`config.mk`:
```
export PLATFORM = sky130hd
export DESIGN_NAME = uart_engine_flat
export DESIGN_NICKNAME = d
export VERILOG_FILES = /design/src/rtl/uart_engine_pkg.sv /design/src/rtl/uart_engine_if.sv /design/src/rtl/uart_engine_rx_deser.sv /design/src/rtl/uart_engine.sv /design/src/flat_wrapper.sv
export SDC_FILE = /design/constraint.sdc
export NUM_CORES = 1
export LEC_CHECK = 0
export CAP_MARGIN = 20
export CORE_MARGIN = 2
export CORE_UTILIZATION = 45
export CTS_BUF_LIST = sky130_fd_sc_hd__clkbuf_8
export DETAILED_ROUTE_END_ITERATION = 16
export PLACE_DENSITY = 0.75
export SETUP_SLACK_MARGIN = 0.2
export SLEW_MARGIN = 15
export SYNTH_ARGS = -nofsm -noshare
export SYNTH_HDL_FRONTEND = slang
export SYNTH_SLANG_ARGS = --single-unit
```
`constraint.sdc`:
```
create_clock -name clk -period 2.2 [get_ports clk]
set_input_delay 0.44 -clock clk [delete_from_list [all_inputs] [get_ports clk]]
set_output_delay 0.44 -clock clk [all_outputs]
set_load 0.1 [all_outputs]
```
`src/rtl/uart_engine_pkg.sv`:
```
// uart_engine_pkg: shared frame constants, FSM encodings and bit-period derivation.
package uart_engine_pkg;
   localparam int FRAME_BITS = 10;
   localparam int DATA_BITS = 8;
   typedef enum logic [1:0] {TX_IDLE, TX_START, TX_DATA, TX_STOP} tx_state_e;
   typedef enum logic [2:0] {RX_IDLE, RX_START, RX_DATA, RX_STOP, RX_WAITHIGH} rx_state_e;
   function automatic int bit_period(input int clk_hz, input int bps);
      return clk_hz / bps;
   endfunction
   function automatic int half_period(input int bp);
      return bp / 2;
   endfunction
endpackage

```
`src/rtl/uart_engine_if.sv`:
```
// uart_engine_if: byte-level front-end bus between the UART register block and the serial engine.
interface uart_engine_if;
   logic [7:0] txdata;
   logic txbegin;
   logic txbusy;
   logic [7:0] rxdata;
   logic rxrecv;
   logic data_read;
   modport master(output txdata, txbegin, data_read, input txbusy, rxdata, rxrecv);
   modport slave(input txdata, txbegin, data_read, output txbusy, rxdata, rxrecv);
endinterface

```
`src/rtl/uart_engine_rx_deser.sv`:
```
// uart_rx_deser: synchronises rx, deserialises 8N1 frames, rejects start glitches and framing errors.
module uart_rx_deser import uart_engine_pkg::*; #(
   parameter int BITPERIOD = 16
) (
   input logic clk,
   input logic rst,
   input logic rx,
   output logic valid,
   output logic [DATA_BITS-1:0] data
);
   localparam int CW = $clog2(BITPERIOD + 1);
   localparam logic [CW-1:0] FULL = CW'(BITPERIOD - 1);
   localparam logic [CW-1:0] HALF = CW'(half_period(BITPERIOD) - 1);
   rx_state_e state_q, state_d;
   logic [CW-1:0] cnt_q, cnt_d;
   logic [2:0] bit_q, bit_d;
   logic [DATA_BITS-1:0] shift_q, shift_d;
   logic [1:0] sync_q, sync_d;
   logic rx_s, expire;
   assign rx_s = sync_q[1];
   assign expire = cnt_q == '0;
   assign data = shift_q;
   always_ff @(posedge clk) begin
      if (rst) begin
         state_q <= RX_IDLE;
         cnt_q <= '0;
         bit_q <= '0;
         shift_q <= '0;
         sync_q <= 2'b11;
      end else begin
         state_q <= state_d;
         cnt_q <= cnt_d;
         bit_q <= bit_d;
         shift_q <= shift_d;
         sync_q <= sync_d;
      end
   end
   // counter runs down to zero; each zero is a mid-bit sample point
   always_comb begin
      state_d = state_q;
      cnt_d = expire ? cnt_q : cnt_q - 1'b1;
      bit_d = bit_q;
      shift_d = shift_q;
      sync_d = {sync_q[0], rx};
      valid = 1'b0;
      case (state_q)
         RX_IDLE: if (!rx_s) begin
            state_d = RX_START;
            cnt_d = HALF;
         end
         RX_START: if (expire) begin
            state_d = rx_s ? RX_IDLE : RX_DATA;
            cnt_d = FULL;
            bit_d = '0;
         end
         RX_DATA: if (expire) begin
            shift_d = {rx_s, shift_q[DATA_BITS-1:1]};
            cnt_d = FULL;
            bit_d = bit_q + 1'b1;
            state_d = bit_q == 3'(DATA_BITS - 1) ? RX_STOP : RX_DATA;
         end
         RX_STOP: if (expire) begin
            valid = rx_s;
            state_d = rx_s ? RX_IDLE : RX_WAITHIGH;
         end
         RX_WAITHIGH: if (rx_s) state_d = RX_IDLE;
         default: state_d = RX_IDLE;
      endcase
   end
endmodule

```
`src/rtl/uart_engine.sv`:
```
// uart_engine: 8N1 transmitter, receive holding register and drain logic; UART_RTS_FLOW_EN drives rts from the
// holding-register full flag, otherwise rts is tied low.
module uart_engine import uart_engine_pkg::*; #(
   parameter int CLK = 28000000,
   parameter int BPS = 115200
) (
   input logic clk,
   input logic rst,
   uart_engine_if.slave bus,
   input logic rx,
   output logic tx,
   output logic rts
);
   localparam int BITPERIOD = bit_period(CLK, BPS);
   localparam int CW = $clog2(BITPERIOD + 1);
   localparam logic [CW-1:0] FULL = CW'(BITPERIOD - 1);
   tx_state_e tx_state_q, tx_state_d;
   logic [CW-1:0] tx_cnt_q, tx_cnt_d;
   logic [2:0] tx_bit_q, tx_bit_d;
   logic [DATA_BITS-1:0] tx_shift_q, tx_shift_d;
   logic tx_q, tx_d;
   logic [DATA_BITS-1:0] rxdata_q, rxdata_d;
   logic rxrecv_q, rxrecv_d;
   logic data_read_q, data_read_d;
   logic rx_valid, tx_last, drain;
   logic [DATA_BITS-1:0] rx_byte;
   uart_rx_deser #(.BITPERIOD(BITPERIOD)) u_rx (
      .clk(clk),
      .rst(rst),
      .rx(rx),
      .valid(rx_valid),
      .data(rx_byte)
   );
   assign tx = tx_q;
   assign tx_last = tx_cnt_q == FULL;
   assign drain = data_read_q & ~bus.data_read;
   assign bus.txbusy = tx_state_q != TX_IDLE;
   assign bus.rxdata = rxdata_q;
   assign bus.rxrecv = rxrecv_q;
`ifdef UART_RTS_FLOW_EN
   assign rts = rxrecv_q;
`else
   assign rts = 1'b0;
`endif
   always_ff @(posedge clk) begin
      if (rst) begin
         tx_state_q <= TX_IDLE;
         tx_cnt_q <= '0;
         tx_bit_q <= '0;
         tx_shift_q <= '0;
         tx_q <= 1'b1;
         rxdata_q <= '0;
         rxrecv_q <= 1'b0;
         data_read_q <= 1'b0;
      end else begin
         tx_state_q <= tx_state_d;
         tx_cnt_q <= tx_cnt_d;
         tx_bit_q <= tx_bit_d;
         tx_shift_q <= tx_shift_d;
         tx_q <= tx_d;
         rxdata_q <= rxdata_d;
         rxrecv_q <= rxrecv_d;
         data_read_q <= data_read_d;
      end
   end
   // tx is registered from the next state so the line changes exactly on state entry
   always_comb begin
      tx_state_d = tx_state_q;
      tx_cnt_d = tx_cnt_q + 1'b1;
      tx_bit_d = tx_bit_q;
      tx_shift_d = tx_shift_q;
      case (tx_state_q)
         TX_IDLE: begin
            tx_cnt_d = '0;
            if (bus.txbegin) begin
               tx_state_d = TX_START;
               tx_shift_d = bus.txdata;
            end
         end
         TX_START: if (tx_last) begin
            tx_state_d = TX_DATA;
            tx_cnt_d = '0;
            tx_bit_d = '0;
         end
         TX_DATA: if (tx_last) begin
            tx_cnt_d = '0;
            tx_bit_d = tx_bit_q + 1'b1;
            tx_shift_d = tx_shift_q >> 1;
            tx_state_d = tx_bit_q == 3'(DATA_BITS - 1) ? TX_STOP : TX_DATA;
         end
         TX_STOP: if (tx_last) begin
            tx_state_d = TX_IDLE;
            tx_cnt_d = '0;
         end
         default: tx_state_d = TX_IDLE;
      endcase
      tx_d = tx_state_d == TX_START ? 1'b0 : tx_state_d == TX_DATA ? tx_shift_d[0] : 1'b1;
   end
   // a commit coinciding with the drain edge loads the new byte and keeps the register full
   always_comb begin
      data_read_d = bus.data_read;
      rxrecv_d = rx_valid | (rxrecv_q & ~drain);
      rxdata_d = rx_valid & (~rxrecv_q | drain) ? rx_byte : rxdata_q;
   end
endmodule

```
`src/flat_wrapper.sv`:
```
// flat-port wrapper written by rule: the top's interface ports become plain ports
module uart_engine_flat import uart_engine_pkg::*;
#(
   parameter int CLK = 28000000,
   parameter int BPS = 115200
)
  (clk, rst, rx, tx, rts, bus_txdata, bus_txbegin, bus_data_read, bus_txbusy, bus_rxdata, bus_rxrecv);
  uart_engine_if bus_i ();
  input logic clk;
  input logic rst;
  input logic rx;
  output logic tx;
  output logic rts;
  input wire logic [$bits(bus_i.txdata)-1:0] bus_txdata;
  input wire logic [$bits(bus_i.txbegin)-1:0] bus_txbegin;
  input wire logic [$bits(bus_i.data_read)-1:0] bus_data_read;
  output wire logic [$bits(bus_i.txbusy)-1:0] bus_txbusy;
  output wire logic [$bits(bus_i.rxdata)-1:0] bus_rxdata;
  output wire logic [$bits(bus_i.rxrecv)-1:0] bus_rxrecv;
  assign bus_i.txdata = bus_txdata;
  assign bus_i.txbegin = bus_txbegin;
  assign bus_i.data_read = bus_data_read;
  assign bus_txbusy = bus_i.txbusy;
  assign bus_rxdata = bus_i.rxdata;
  assign bus_rxrecv = bus_i.rxrecv;
  uart_engine #(.CLK(CLK), .BPS(BPS)) u_core (.clk(clk), .rst(rst), .bus(bus_i), .rx(rx), .tx(tx), .rts(rts));
endmodule
```
==> run summary, run 1 <==
Status = completed
Std cell rows = 27
CTS tree = done
Asr flop ratio synth = 0%
Global-route wire length before repair = 8560 microns
Clock slew at reported path FFs = 0.11 ns
Synthesis-to-finish area growth = 21.6%
DRC Markers = 0
Starting DRT DRC Count = 143
Share of cells above drive strength 1 = 18.2%
Worst slew pin tran = 0.712 ns
Placer Congestion = 0.786
Worst EP required = 2.43 ns
Critical Path Start = u_core.u_rx.cnt_q[0]$_SDFF_PP0_
Max cap viols = 0
Initial antenna violation count = 0
Commonest non-fill, non-tap cell in the layout = dfxtp_1
Mapped Cells = 279
Crit-path cells = inv_2 > ha_4 > or3b_4 > nor2_4 > inv_2 > ha_4 > nor2_2 > a221oi_2 > o22ai_1 > and2_1
Final WL = 4930 microns
Num ports = 25
Startpoint Class = register
Worst path max stage delay = 0.40 ns
Routed Antenna Nets = 0
Die height = 78.9 microns
Reg2Reg Depth = 10
Router iterations before antenna repair = 4
Antenna Cells = 0
Via count = 2079
Clock sinks = 56
Number of flops mapped to enable cells by yosys = 0
Cell variety after synth = 44
Worst reg2reg path endpoint = u_core.u_rx.cnt_q[0]$_SDFF_PP0_
Mapped Avg Cell Area = 9.04 sq um
Grt total ovfl = 0
Critical path class = reg2reg
Final cell count without fillers = 386
Syn. warnings = 0
Mapped Nets = 301
Routed WL per cell = 12.8 microns
Final Critical Period = 2.03 ns
PortBufs = 23
Yosys reg bits = 56
Number of vias per cell = 5.39
Final period utilization = 92.1%
Placed Cells = 369
Setup TNS = 0 ns
GRT Overall Usage = 16.8%
Pins Over Slew Limit = 0
Root Driver = clkbuf_8
VDD IR-drop max = 441 uV
Mapped Area = 0.00252 sq mm
Setup violations, final = 0
Die width = 78.9 microns
Die area = 0.00622 sq mm
Final core utilization = 56.0%
Arrival time at the worst endpoint = 2.25 ns
# H-tree levels = 2
R2r setup slk = 0.17 ns
Largest net degree at the start of global routing = 44
Peak Freq = 494 MHz
Initial Util = 46.1%
Slowest CP cell = or3b_4
CP Max Fanout = 3
CTS buffer count = 5
Ys flop type = dfxtp_1
Vias in the first global route = 1984
Critical path endpoint = u_core.u_rx.cnt_q[0]$_SDFF_PP0_
Relative slew slack = 52.1%
RSZ-0062 raised after global routing = true
CTS max path bufs = 2
Most frequent cells in the layout = dfxtp_1, nor2_1, buf_4
Final hold violations = 0
Final Power = 2.71 mW
Clock skew = 0.0123 ns
Nets = 335
Min-Delay Path Class = reg2reg
Clk_lat worst skew = 0.32 ns
Pwr Density = 883 mW/mm^2
Register area share after synthesis = 44.5%
Post-DP HPWL = 3350 microns
CORE AREA = 0.00547 sq mm
Leak = 1.21 nW
RR Startpoint = u_core.u_rx.cnt_q[0]$_SDFF_PP0_
Worst Setup End Kind = register
[through the flow]
| step | cell area [sq um] | hold slack (ns) | setup WS (ns) |
|---|---|---|---|
| 2_1_floorplan | 2560 | 0.389 | 0.130 |
| 3_3_place_gp | 2880 | 0.395 | 0.0932 |
| 3_5_place_dp | 2880 | 0.407 | 0.0110 |
| 4_1_cts | 3020 | 0.427 | 0.206 |
| 5_1_grt | 3070 | 0.445 | 0.101 |
| 6_report | 3070 | 0.409 | 0.174 |
[cells in the mapped netlist (all sizes together), types with 3 or more instances]
| library cell | count | area share, % |
|---|---|---|
| nand2 | 16 | 2.4 |
| clkbuf | 11 | 1.6 |
| o21ai | 5 | 0.99 |
| o31ai | 3 | 0.89 |
| nor2 | 39 | 5.8 |
| nand2b | 3 | 0.74 |
| a311oi | 3 | 1.0 |
| a32oi | 3 | 1.0 |
| xnor2 | 5 | 1.7 |
| nand3 | 10 | 2.0 |
| nor2b | 5 | 1.2 |
| inv | 15 | 2.2 |
| or2 | 3 | 0.74 |
| nor3 | 8 | 1.6 |
| mux2i | 19 | 7.5 |
| xor2 | 8 | 2.8 |
| a22oi | 7 | 2.1 |
| nor3b | 4 | 1.2 |
| a21oi | 14 | 2.8 |
| dfxtp | 56 | 44 |
| ha | 9 | 4.5 |
| and3 | 4 | 0.99 |
| nor4 | 3 | 0.74 |
[worst max-delay path, delay by kind of cell, from the launching register on]
kind,cells,cell delay (ns)
simple gates,4,0.70
flops,1,0.34
buf+inv,2,0.14
compound gates,2,0.34
fa+ha+maj,2,0.41
[where the power goes]
group	switching, mW	internal, mW	total, mW	leakage, nW
Clock	0.364	0.235	0.599	0.0463
Sequential	0.0824	1.10	1.18	0.457
Combinational	0.450	0.478	0.929	0.708
[cells by family after synthesis]
kind of cell | Yosys count | share of synthesized area (%)
mux | 19 | 7.54
flops | 56 | 44.5
other cells | 1 | 0.149
compound gates | 48 | 13.7
xor+xnor | 13 | 4.52
fa+ha+maj | 9 | 4.47
buf+inv | 27 | 4.17
simple gates | 106 | 20.9
[area by class of cell]
type | instances | area [sq um]
clock buffers | 5 | 68.8
clock inverters | 3 | 27.5
fillers | 517 | 2410
inverters | 15 | 56.3
multi-input cells | 196 | 1350
flip-flops and latches | 56 | 1130
well taps | 72 | 90.1
repair buffers | 39 | 352
[flip-flops by register name, indices dropped and copies added (netlist names)]
| name | count |
|---|---|
| u_core.u_rx.state_q | 3 |
| u_core.u_rx.bit_q | 3 |
| u_core.data_read_q | 1 |
| u_core.bus.rxrecv | 1 |
| u_core.tx_state_q | 2 |
| u_core.u_rx.sync_q | 2 |
| u_core.tx_bit_q | 3 |
| u_core.u_rx.cnt_q | 8 |
| u_core.tx | 1 |
| u_core.u_rx.data | 8 |
| u_core.tx_cnt_q | 8 |
| u_core.bus.rxdata | 8 |
| u_core.tx_shift_q | 8 |
[timing repair]
action	4_1_cts	5_1_grt
hold buffers	0	0
resized for setup	3	4
pin swaps	5	5
setup buffers	5	4
setup endpoints to repair	1	8
gates cloned	0	0
[how the worst min path moves through the flow]
stage	from	end	depth (start not counted)
finish	u_core.u_rx.sync_q[0]$_SDFF_PP1_	u_core.u_rx.sync_q[1]$_SDFF_PP1_	1
CTS	u_core.u_rx.sync_q[0]$_SDFF_PP1_	u_core.u_rx.sync_q[1]$_SDFF_PP1_	1
floorplan	u_core.u_rx.sync_q[0]$_SDFF_PP1_	u_core.u_rx.sync_q[1]$_SDFF_PP1_	1
detailed placement	u_core.u_rx.sync_q[0]$_SDFF_PP1_	u_core.u_rx.sync_q[1]$_SDFF_PP1_	1
global route	u_core.u_rx.sync_q[0]$_SDFF_PP1_	u_core.u_rx.sync_q[1]$_SDFF_PP1_	1
global placement	u_core.u_rx.sync_q[0]$_SDFF_PP1_	u_core.u_rx.sync_q[1]$_SDFF_PP1_	1
[routing by layer]
layer  vias to the layer above  wire [microns]  GRT usage [%]
li1                       1058               -              -
met1                       984            2270           20.3
met2                        28            2460           29.7
met3                         9             121           3.52
met4                         0              76           6.03
met5                         -               0              0
Note: power is estimated with default switching activity, not from simulation.
==> inputs of run 2 (changes only) <==
--- a/config.mk
+++ b/config.mk
@@ -6,11 +6,13 @@
 export NUM_CORES = 1
 export LEC_CHECK = 0
 export CAP_MARGIN = 20
+export CELL_PAD_IN_SITES_DETAIL_PLACEMENT = 1
+export CELL_PAD_IN_SITES_GLOBAL_PLACEMENT = 2
 export CORE_MARGIN = 2
-export CORE_UTILIZATION = 45
+export CORE_UTILIZATION = 33
 export CTS_BUF_LIST = sky130_fd_sc_hd__clkbuf_8
 export DETAILED_ROUTE_END_ITERATION = 16
-export PLACE_DENSITY = 0.75
+export PLACE_DENSITY = 0.85
 export SETUP_SLACK_MARGIN = 0.2
 export SLEW_MARGIN = 15
 export SYNTH_ARGS = -nofsm -noshare
==> run 2 against run 1 <==
Compared with the run above: sequential share of layout area is 0.66 points lower; via count is 1.1% lower; register-to-register slack better by 0.03 ns; worst setup slack better by 0.029 ns; sequential cell count stayed put; fmax is 1.5% higher; design area is 2.2% higher; sequential power hardly changed; power is 3.0% higher; die area is 34% higher; cell count is 7.5% higher; largest cell class unchanged.
==> run summary, run 2 (same netlist as run 1, synthesis figures left out) <==
Final cell count without fillers = 415 (+7.5%)
Global-route wire length before repair = 9290 microns (+8.5%)
Post-Place Worst Slack = 0.0321 ns (+0.0211 ns)
Final Power = 2.79 mW (+3.0%)
CTS tree = done
Largest net degree at the start of global routing = 26 (-41%)
Post-DP HPWL = 4030 microns (+20%)
RSZ-0062 raised after global routing = true
Arrival time at the worst endpoint = 2.21 ns (-0.04 ns)
Most frequent cells in the layout = dfxtp_1, nor2_1, buf_4
CORE AREA = 0.00733 sq mm (+34%)
Initial antenna violation count = 0 (unchanged)
Clock skew = 0.00899 ns (-0.00331 ns)
Synthesis-to-finish area growth = 24.2%
Max cap viols = 0 (unchanged)
GRT Overall Usage = 13.8% (-3.0 points)
Clock slew at reported path FFs = 0.10 ns (about the same)
Die area = 0.00835 sq mm (+34%)
Die height = 91.4 microns (+16%)
Die width = 91.4 microns (+16%)
VDD IR-drop max = 255 uV (-42%)
Gr busiest metal = met2
Net switching power = 0.874 mW (-2.6%)
Share of cells above drive strength 1 = 19.3% (+1.2 points)
Share of power burned in the clock network = 23.8% (+1.7 points)
Commonest non-fill, non-tap cell in the layout = dfxtp_1
Pins Over Slew Limit = 0 (unchanged)
Grt total ovfl = 0 (unchanged)
Placer Congestion = 0.725 (-7.8%)
Crit-path cells = inv_2 > ha_4 > or3b_4 > nor2_4 > inv_2 > ha_4 > nor2_1 > a221oi_2 > o22ai_1 > and2_1
M1 GR Usage = 17.6% (-2.7 points)
Router iterations before antenna repair = 4 (unchanged)
Status = completed
Startpoint Class = register
Placed Cells = 398 (+7.9%)
Hold path depth = 1 (unchanged)
Vias in the first global route = 2001 (+0.86%)
Leak = 1.24 nW (+2.0%)
CTS max path bufs = 2 (unchanged)
Starting DRT DRC Count = 38 (-73%)
CTS Hold Buffers Added = 0 (unchanged)
Pwr Density = 890 mW/mm^2 (+0.84%)
Worst Hold Margin = 0.420 ns (+0.0114 ns)
Routed WL per cell = 13.6 microns (+6.8%)
Number of vias per cell = 4.95 (-8.0%)
Std cell rows = 31 (+15%)
GRT met2 Usage = 22.7% (-6.9 points)
Clk_lat worst skew = 0.31 ns (about the same)
Worst Setup End Kind = register
CP Max Fanout = 3 (unchanged)
Global Route met3 Usage = 3.40% (-0.12 points)
FILL cells = 850 (+64%)
Final worst slack = 0.203 ns (+0.0291 ns)
Routed Antenna Nets = 0 (unchanged)
Sw Share = 31.3% (-1.8 points)
Setup TNS = 0 ns (unchanged)
Clock sinks = 56 (unchanged)
CTS buffer count = 5 (unchanged)
Antenna Cells = 0 (unchanged)
Combinational share of power = 34.3% (about the same)
Initial Util = 34.4% (-12 points)
Root Driver = clkbuf_8
Worst EP required = 2.41 ns (-0.02 ns)
PortBufs = 23 (unchanged)
Final WL = 5660 microns (+15%)
Reg2Reg Depth = 10 (unchanged)
Relative slew slack = 44.3% (-7.8 points)
Final Critical Period = 2.00 ns (-0.0291 ns)
Via count = 2056 (-1.1%)
DRC Markers = 0 (unchanged)
Sequential share of power = 41.9% (-1.7 points)
Min-Delay Path Class = reg2reg
Nets = 337 (+0.60%)
Worst slew pin tran = 0.828 ns (+0.116 ns)
Final period utilization = 90.8% (-1.3 points)
Final hold violations = 0 (unchanged)
Critical path class = reg2reg
Worst path max stage delay = 0.40 ns (about the same)
Pint = 1.91 mW (+5.8%)
# H-tree levels = 2 (unchanged)
Slowest CP cell = or3b_4
Setup violations, final = 0 (unchanged)
Peak Freq = 501 MHz (+1.5%)
Num ports = 25 (unchanged)
==> run 2: per-stage QoR <==
stage | utilization [%] | cell area, sq um
2_1_floorplan | - | 2560
3_3_place_gp | 40.0 | 2930
3_5_place_dp | 40.0 | 2930
4_1_cts | 42.3 | 3100
5_1_grt | 42.7 | 3130
6_report | 42.7 | 3130
==> run 2: final cells by class <==
cell class	count	area [sq um]	share of cell area (%)
Inverter	15	56.3	1.80
Sequential cell	56	1130	36.1
Tap cell	99	124	3.96
Clock buffer	5	68.8	2.20
Multi-Input combinational cell	196	1340	42.9
Clock inverter	3	38.8	1.24
Timing Repair Buffer	41	372	11.9
==> run 2: metal layers <==
metal,vias up,routed length [microns]
met3,6,131
met1,979,2810
met5,-,0
li1,1050,-
met2,21,2630
met4,0,85
==> run 2: power by group through the flow <==
stage          logic (mW)  registers [mW]  clock network [mW]
6_report            0.956            1.17               0.663
5_1_grt              1.06            1.18               0.738
4_1_cts             0.929            1.17               0.703
3_5_place_dp        0.805            1.19                   0
3_3_place_gp        0.787            1.18                   0
2_1_floorplan       0.588            1.18                   0
==> run 2: what timing repair did <==
| action | in CTS | in global routing |
|---|---|---|
| gates resized for setup | 6 | 5 |
| pin swaps | 7 | 1 |
| endpoints found under the hold margin | 0 | 0 |
| buffers inserted | 7 | 2 |
| cloned | 0 | 0 |
| endpoints found under the setup margin | 1 | 9 |
==> run 2: worst paths after layout <==
check	start	endpoint	slack, ns
setup / recovery	u_core.u_rx.cnt_q[0]$_SDFF_PP0_	u_core.u_rx.cnt_q[0]$_SDFF_PP0_	0.20
hold / removal	u_core.u_rx.sync_q[0]$_SDFF_PP1_	u_core.u_rx.sync_q[1]$_SDFF_PP1_	0.42
setup reg to reg	u_core.u_rx.cnt_q[0]$_SDFF_PP0_	u_core.u_rx.cnt_q[0]$_SDFF_PP0_	0.20
hold reg to reg	u_core.u_rx.sync_q[0]$_SDFF_PP1_	u_core.u_rx.sync_q[1]$_SDFF_PP1_	0.42
==> run 2: critical path: cells and delay by family (launching register included) <==
family	cells	cell delay, ns
AOI/OAI and AO/OA	2	0.34
DFF	1	0.34
adders and majority gates	2	0.40
and+or+nand+nor	4	0.70
buffers and inverters	2	0.12
==> inputs of run 3 (changes only) <==
--- a/config.mk
+++ b/config.mk
@@ -8,13 +8,13 @@
 export CAP_MARGIN = 20
 export CELL_PAD_IN_SITES_DETAIL_PLACEMENT = 1
 export CELL_PAD_IN_SITES_GLOBAL_PLACEMENT = 2
-export CORE_MARGIN = 2
 export CORE_UTILIZATION = 33
 export CTS_BUF_LIST = sky130_fd_sc_hd__clkbuf_8
 export DETAILED_ROUTE_END_ITERATION = 16
-export PLACE_DENSITY = 0.85
+export PLACE_DENSITY = 0.84
 export SETUP_SLACK_MARGIN = 0.2
 export SLEW_MARGIN = 15
 export SYNTH_ARGS = -nofsm -noshare
 export SYNTH_HDL_FRONTEND = slang
+export SYNTH_HIERARCHICAL = 1
 export SYNTH_SLANG_ARGS = --single-unit
==> run 3 against run 2 <==
Compared with the run above: global-route usage up 1.0 points; design area decreased by 2.2%; cell count fell by 1.4%; synthesized cell count grew 1.8%; clock skew down 0.0012 ns; core utilization fell by 1.4 points.
==> run summary, run 3 <==
Syn. warnings = 6 (+6)
Mapped Nets = 306 (+1.7%)
PortBufs = 23 (unchanged)
RSZ-0062 raised after global routing = true
Min-Delay Path Class = reg2reg
Antenna Cells = 0 (unchanged)
Worst Hold Margin = 0.426 ns (+0.00639 ns)
Synthesis-to-finish area growth = 18.7%
VDD IR-drop max = 392 uV (+53%)
Asr flop ratio synth = 0% (unchanged)
Max cap viols = 0 (unchanged)
R2r setup slk = 0.32 ns (+0.11 ns)
Final core utilization = 41.3% (-1.4 points)
Setup TNS = 0 ns (unchanged)
Clock skew = 0.00774 ns (-0.00124 ns)
Slowest CP cell = or4_4
Final period utilization = 85.6% (-5.1 points)
Worst slew pin tran = 0.511 ns (-0.317 ns)
Post-Place Worst Slack = 0.197 ns (+0.165 ns)
Number of vias per cell = 4.96 (+0.13%)
Peak Freq = 531 MHz (+6.0%)
Largest net degree at the start of global routing = 25 (-3.8%)
Vias in the first global route = 2098 (+4.8%)
Reg2Reg Depth = 6 (-4)
Mapped Cells = 284 (+1.8%)
Global-route wire length before repair = 9940 microns (+7.1%)
Root Driver = clkbuf_8
Router iterations before antenna repair = 6 (+2)
Num ports = 25 (unchanged)
Via count = 2029 (-1.3%)
Synth area leader = dfxtp_1
Die area = 0.00818 sq mm (-2.1%)
Count leader, synth = dfxtp_1
CORE AREA = 0.00741 sq mm (+1.1%)
Crit path max-delay family = simple AND/OR/NAND/NOR gates
Final WL = 5660 microns (about the same)
Crit-path cells = inv_1 > ha_1 > or3b_4 > or4_4 > a32oi_1 > nor2_1
CTS tree = done
Setup Buffers After CTS = 0 (-7)
Area share of the largest cell type after synthesis = 43.5% (-1.0 points)
Most frequent cells after synthesis = dfxtp_1, nor2_1, mux2i_1
CP Max Fanout = 4 (+1)
Mapped Area = 0.00258 sq mm (+2.3%)
Final worst slack = 0.317 ns (+0.113 ns)
Initial Util = 34.8% (+0.43 points)
Cell variety after synth = 47 (+6.8%)
Pins Over Slew Limit = 0 (unchanged)
CTS Hold Buffers Added = 0 (unchanged)
Clk_lat worst skew = 0.30 ns (about the same)
Leak = 1.20 nW (-2.8%)
Share of cells above drive strength 1 = 15.5% (-3.8 points)
Top cells by area, synth = dfxtp_1, nor2_1, mux2i_1, ha_1, xnor2_1
RR Startpoint = u_core/u_rx/cnt_q[0]$_SDFF_PP0_
Relative slew slack = 65.7% (+21 points)
Std cell rows = 31 (unchanged)
Arrival time at the worst endpoint = 2.08 ns (-0.13 ns)
Final Critical Period = 1.88 ns (-0.113 ns)
Worst reg2reg path endpoint = u_core/u_rx/bit_q[1]$_SDFFE_PP0P_
Die width = 90.4 microns (-1.1%)
DRC Markers = 0 (unchanged)
Number of flops mapped to enable cells by yosys = 0 (unchanged)
Worst Setup End Kind = register
Grt total ovfl = 0 (unchanged)
Critical path class = reg2reg
Placer Congestion = 0.744 (+2.7%)
CTS buffer count = 5 (unchanged)
Commonest non-fill, non-tap cell in the layout = dfxtp_1
Placed inst area = 0.00292 sq mm (-0.34%)
Pwr Density = 877 mW/mm^2 (-1.5%)
# H-tree levels = 2 (unchanged)
Routed Antenna Nets = 0 (unchanged)
Hold_sp = u_core/u_rx/sync_q[0]$_SDFF_PP1_
Worst path max stage delay = 0.53 ns (+0.13 ns)
Final hold violations = 0 (unchanged)
Starting DRT DRC Count = 91 (+140%)
Initial antenna violation count = 0 (unchanged)
Clock slew at reported path FFs = 0.10 ns (about the same)
Setup violations, final = 0 (unchanged)
Buffers and inverters on the worst path = 1 (-1)
Routed WL per cell = 13.8 microns (+1.5%)
Final cell count without fillers = 409 (-1.4%)
Hold path depth = 1 (unchanged)
Startpoint Class = register
Die height = 90.4 microns (-1.1%)
Worst EP required = 2.40 ns (about the same)
Yosys reg bits = 56 (unchanged)
Hold Crit Endpoint = u_core/u_rx/sync_q[1]$_SDFF_PP1_
Status = completed
CTS max path bufs = 2 (unchanged)
Final Power = 2.69 mW (-3.7%)
Mapped Avg Cell Area = 9.08 sq um (+0.53%)
Clock sinks = 56 (unchanged)
Design area = 0.00306 sq mm (-2.2%)
GRT Overall Usage = 14.8% (+1.0 points)
Ys flop type = dfxtp_1
Register area share after synthesis = 43.5% (-1.0 points)
Most frequent cells in the layout = dfxtp_1, nor2_1, buf_4
Post-DP HPWL = 4170 microns (+3.6%)
Placed Cells = 401 (+0.75%)
Nets = 331 (-1.8%)
run 3: worst max-delay path by stage:
stage	startpoint	endpoint	slack [ns]	depth (start not counted)
CTS	u_core/u_rx/cnt_q[0]$_SDFF_PP0_	u_core/u_rx/bit_q[1]$_SDFFE_PP0P_	0.22	6
floorplan	u_core/u_rx/cnt_q[0]$_SDFF_PP0_	u_core/u_rx/cnt_q[0]$_SDFF_PP0_	0.29	9
detailed placement	u_core/u_rx/cnt_q[0]$_SDFF_PP0_	u_core/bus.rxdata[5]$_SDFFE_PP0P_	0.20	9
global placement	u_core/u_rx/cnt_q[0]$_SDFF_PP0_	u_core/bus.rxdata[7]$_SDFFE_PP0P_	0.26	9
finish	u_core/u_rx/cnt_q[0]$_SDFF_PP0_	u_core/u_rx/bit_q[1]$_SDFFE_PP0P_	0.32	6
global route	u_core/u_rx/cnt_q[0]$_SDFF_PP0_	u_core/u_rx/cnt_q[0]$_SDFF_PP0_	0.19	9
run 3: timing repair:
action / CTS / global route
resized for setup: 1 / 6
setup endpoints to repair: 8 / 10
pin swaps: 0 / 1
gates cloned: 0 / 0
run 3: cells by family (layout without fill, tap and decap cells):
kind of cell	Yosys count	count (layout)	share of synthesized area, %
buffers and inverters	25	51	4.03
adder cells (fa/ha/maj)	9	9	4.36
AND/OR/NAND/NOR	110	110	22.2
flip-flops	56	56	43.5
multiplexers	18	18	6.98
AO/OA/AOI/OAI	52	52	14.5
XOR/XNOR	13	13	4.41
other	1	1	0.145
run 3: report_power, final:
part	total (mW)	internal [mW]	switching [mW]
Combinational	0.802	0.379	0.423
Sequential	1.22	1.10	0.115
Clock	0.666	0.337	0.328
Total	2.69	1.82	0.866
run 3: area by class of cell:
type / count / area, sq um
Clock inverter: 3 / 42.5
Inverter: 10 / 37.5
Sequential cell: 56 / 1120
Timing Repair Buffer: 33 / 285
Fill cell: 860 / 4350
Multi-Input combinational cell: 203 / 1380
Tap cell: 99 / 124
Clock buffer: 5 / 68.8
run 3: worst register-to-register path, cell delays in order, from the launching register on:
cell and delay (ns):
dfxtp_1 0.33, inv_1 0.10, ha_1 0.18, or3b_4 0.40
or4_4 0.53, a32oi_1 0.18, nor2_1 0.06
run 3: layer usage:
| metal | share of wire [%] | global-route usage, % | up-vias |
|---|---|---|---|
| met5 | 0 | 0 | - |
| met4 | 0.78 | 4.57 | 0 |
| met3 | 3.4 | 3.03 | 4 |
| met2 | 45 | 24.2 | 30 |
| met1 | 51 | 19.5 | 953 |
| li1 | - | - | 1042 |
